[config.mk]
export PLATFORM = sky130hd
export DESIGN_NAME = bcd_block_loader
export DESIGN_NICKNAME = d
export VERILOG_FILES = /design/src/rtl/bcd_block_loader.sv
export SDC_FILE = /design/constraint.sdc
export NUM_CORES = 1
export LEC_CHECK = 0
export ABC_AREA = 1
export BUFFER_PORTS_ARGS = -buffer_cell sky130_fd_sc_hd__buf_2
export CORE_MARGIN = 1
export CORE_UTILIZATION = 30
export CTS_CLUSTER_SIZE = 8
export DETAILED_ROUTE_END_ITERATION = 8
export PLACE_DENSITY = 0.52
export SYNTH_ARGS = -nofsm -noshare
export SYNTH_HDL_FRONTEND = slang
export SYNTH_SLANG_ARGS = --single-unit
export TNS_END_PERCENT = 20
[constraint.sdc]
create_clock -name clk -period 5 [get_ports clk]
set_clock_uncertainty 0.2 [all_clocks]
set_input_delay 0.25 -clock clk [delete_from_list [all_inputs] [get_ports clk]]
set_output_delay 0.25 -clock clk [all_outputs]
set_load 0.01 [all_outputs]
[src/rtl/bcd_block_loader.sv]
// BCD triplet to byte loader: reverse double-dabble conversion, packing
// NB bytes MSB-first into one block handed off over valid/ready.
module bcd_block_loader #(
  parameter int NB = 16
) (
  input  logic            clk,
  input  logic            reset,
  input  logic            digit_valid,
  output logic            digit_ready,
  input  logic [3:0]      hunds,
  input  logic [3:0]      tens,
  input  logic [3:0]      units,
  output logic            err,
  output logic [4:0]      byte_count,
  output logic [0:8*NB-1] block,
  output logic            block_valid,
  input  logic            block_ready
);

  localparam int AW = $clog2(8*NB);

  typedef enum logic [1:0] {
    IDLE,
    CONV,
    STORE,
    FULL
  } state_e;

  state_e           state_q, state_d;
  logic [11:0]      bcd_q;
  logic [7:0]       bin_q;
  logic [2:0]       iter_q;
  logic [4:0]       cnt_q;
  logic [0:8*NB-1]  blk_q;
  logic             err_q;

  logic             bad;
  logic [19:0]      sh;
  logic [19:0]      dd;
  logic [AW-1:0]    base;

  // Out of range for a byte, or not BCD at all
  assign bad = (hunds > 4'd9) | (tens > 4'd9) | (units > 4'd9)
             | (hunds > 4'd2)
             | ((hunds == 4'd2) & (tens > 4'd5))
             | ((hunds == 4'd2) & (tens == 4'd5) & (units > 4'd5));

  always_comb begin
    sh = {bcd_q, bin_q} >> 1;
    dd = sh;
    for (int i = 0; i < 3; i++) begin
      if (sh[8+4*i +: 4] >= 4'd8)
        dd[8+4*i +: 4] = sh[8+4*i +: 4] - 4'd3;
    end
  end

  assign base = AW'({cnt_q, 3'b000});

  always_ff @(posedge clk) begin
    if (reset) state_q <= IDLE;
    else       state_q <= state_d;
  end

  always_comb begin
    state_d = state_q;
    unique case (state_q)
      IDLE:  if (digit_valid && !bad) state_d = CONV;
      CONV:  if (iter_q == 3'd7) state_d = STORE;
      STORE: state_d = (cnt_q == 5'(NB-1)) ? FULL : IDLE;
      FULL:  if (block_ready) state_d = IDLE;
      default: state_d = IDLE;
    endcase
  end

  always_comb begin
    digit_ready = (state_q == IDLE);
    block_valid = (state_q == FULL);
  end

  always_ff @(posedge clk) begin
    if (reset) begin
      bcd_q  <= '0;
      bin_q  <= '0;
      iter_q <= '0;
      cnt_q  <= '0;
      blk_q  <= '0;
      err_q  <= 1'b0;
    end else begin
      err_q <= (state_q == IDLE) & digit_valid & bad;
      unique case (state_q)
        IDLE: begin
          if (digit_valid && !bad) begin
            bcd_q  <= {hunds, tens, units};
            bin_q  <= '0;
            iter_q <= '0;
          end
        end
        CONV: begin
          {bcd_q, bin_q} <= dd;
          iter_q         <= iter_q + 3'd1;
        end
        STORE: begin
          blk_q[base +: 8] <= bin_q;
          cnt_q            <= cnt_q + 5'd1;
        end
        FULL: begin
          if (block_ready) cnt_q <= '0;
        end
        default: ;
      endcase
    end
  end

  assign err        = err_q;
  assign byte_count = cnt_q;
  assign block      = blk_q;

endmodule

==> reports/results.txt <==
Hold Slack - 0.0211 ns
Sequential share of the synthesized area - 0.494
Max Cap Violations - 0
Outcome - finished clean
Register bit total from synthesis - 159
GR Overflow Total - 0
Critical Path RT - 5.09 ns
H-Tree Level Count - 4
Total CTS buffers - 17
CP startpoint - byte_count[1]
Hold Fails Final Rpt - 0
GRT Resource Usage Total - 0.167
Deepest clock path buffer count - 2
Clock-pin slew on the worst setup and hold paths - 0.06 ns
Pwr Density - 332 nW/um2
Post-place instance area - 7320 um2
DIE AREA - 22100 um2
Initial Util - 0.306
CTS sink cnt - 159
Leak - 3.59 nW
# port buffers - 151
Final Non-Filler Cells - 1248
Mapped Cells - 824
Fraction of layout cells with a size suffix above 1 - 0.223
Clock Latency Late Sink - 0.43 ns
Finish-stage setup viols - 0
Syn nets - 853
Slew HR - 0.496
Hold path startpoint - units[0]
Global-route wire length before repair - 28400 um
Area of the core - 21000 um2
Nets@finish - 989
Fin Setup TNS - 0 ns
Cell Rows - 53
Final min period - 2.31 ns
Pin count of the biggest net entering global routing - 77
Post-CTS setup buffers - 0
Min-Delay Path Class - primary input to flip-flop
Clk root buf - clkbuf_16
WP data arrival - 2.40 ns
I/O pin cnt - 152
Initial antenna violation count - 0
Unrepaired setup endpoints after global routing - false
Post-Syn Area - 6440 um2
Worst r2r src - byte_count[1]
DP Cell Count - 1210
Critical path peak fanout - 15
Routed via count - 5740
Max Fclk - 0.433 GHz
Slew @ Worst Pin - 0.755 ns
Area Overhead vs Synth - 23.8%
Max-slew violations - 0
Die Y-Extent - 149 um
Avg Inst Size Synth - 7.82 um2
Ant diodes - 0
Routability cong. - 0.755
# DRC - 0
Worst Setup Start Kind - flip-flop
Yosys cell types - 31
Final instance area - 7970 um2
DR WL/cell - 14.5 um
CTS tree - done
Vias in the first global route - 5316
Initial DRC count - 276
VDD IR max - 0.224 mV
Fin crit share - 0.462
Post-route ant nets - 0
DR pass1 iterations - 5
Final HPWL DP - 12500 um
Final WL - 18100 um
Die W - 149 um
Synth warnings - 0
Kind of critical path - flip-flop to flip-flop
Vias per std cell - 4.60
CP endpoint kind - flip-flop
-- power by group --
part / switching [W] / internal, W
clock: 0.000544 / 0.000763
combinational: 0.0000415 / 0.0000203
sequential: 0.00000345 / 0.00127
-- layout by cell type (no fill, tap or decap), drive strengths merged --
cell,instances
nor2,176
dfxtp,159
buf,153
o21ai,136
a21oi,94
inv,84
nand2,75
clkbuf,20
nor3,16
ha,13
a211oi,11
nand3,7
dlygate4sd3,6
clkinv,6
clkinvlp,5
o22ai,3
bufinv,2
nand4,2
o221ai,1
xnor2,1
o211ai,1
a22oi,1
a31oi,1
-- per-layer routing --
layer / part of all wire / global-route usage
met1: 0.50 / 0.234
met2: 0.43 / 0.243
met3: 0.051 / 0.0408
met4: 0.017 / 0.0670
met5: 0 / 0
-- layout make-up --
cell class / count / area [um2]
clock buffers: 20 / 457
clock inverters: 12 / 138
fillers: 2229 / 13100
inverters: 85 / 324
multi-input cells: 538 / 2690
flip-flops and latches: 159 / 3180
well taps: 275 / 344
repair buffers: 159 / 831
-- cells by family after synthesis --
family | Yosys count | share of synthesized area
compound gates | 248 | 0.204
xor+xnor | 1 | 0.00136
fa+ha+maj | 13 | 0.0253
buf+inv | 127 | 0.0874
flops | 159 | 0.494
simple gates | 276 | 0.188
-- critical path: stages, from the launching register on --
cell and delay [ns]:
dfxtp_1 0.64, clkinv_1 0.40, ha_1 0.33, nand2_1 0.24, nor2_4 0.14, o21ai_0 0.16, a21oi_1 0.07
-- sequential cells by signal (all words and copies together) (netlist names) --
register and count:
byte_count 5, iter_q 3, bcd_q 12, block 128, state_q 2, err 1, bin_q 8
-- final timing paths --
path / end / slack (ns) / cells past startpoint
max: block[32] / 2.69 / 6
min: bcd_q[0] / 0.02 / 5
max reg2reg: block[32] / 2.69 / 6
min reg2reg: bcd_q[11] / 0.24 / 2
-- per-stage QoR --
| step | setup slack [ns] | total power (W) | utilization |
|---|---|---|---|
| after global routing | 2.42 | 0.00273 | 0.379 |
| after CTS | 2.67 | 0.00268 | 0.379 |
| after floorplan | 3.13 | 0.00134 | - |
| after global placement | 2.40 | 0.00136 | 0.348 |
| after detailed placement | 2.38 | 0.00136 | 0.348 |
| final | 2.69 | 0.00264 | 0.379 |
-- synthesized netlist by cell type --
cell / count / area share
clkbuf_1: 17 / 0.0099
nand3_1: 7 / 0.0054
dfxtp_1: 159 / 0.49
o21ai_0: 135 / 0.10
a211oi_2: 6 / 0.012
inv_2: 8 / 0.0047
nor3_1: 16 / 0.012
buf_6: 3 / 0.0052
nor2_8: 3 / 0.0093
o22ai_1: 3 / 0.0029
ha_1: 13 / 0.025
o211ai_1: 1 / 0.0012
a22oi_1: 1 / 0.0012
a21oi_1: 94 / 0.073
nor2_4: 11 / 0.019
buf_2: 5 / 0.0039
buf_4: 14 / 0.016
o21ai_1: 1 / 0.00078
nor2_1: 162 / 0.094
o221ai_1: 1 / 0.0014
clkinv_1: 1 / 0.00058
nand2_1: 74 / 0.043
xnor2_1: 1 / 0.0014
buf_1: 3 / 0.0017
nand4_1: 1 / 0.00097
nand2_2: 1 / 0.00097
inv_4: 2 / 0.0019
inv_1: 74 / 0.043
a211oi_1: 5 / 0.0058
a31oi_1: 1 / 0.00097
nand4_2: 1 / 0.0019
-- repair_timing --
action | in CTS | in global routing
hold buffers | 6 | 0
resized for setup | 0 | 0
hold endpoints to repair | 5 | 0
No activity file was read; power rests on OpenSTA's default activity.
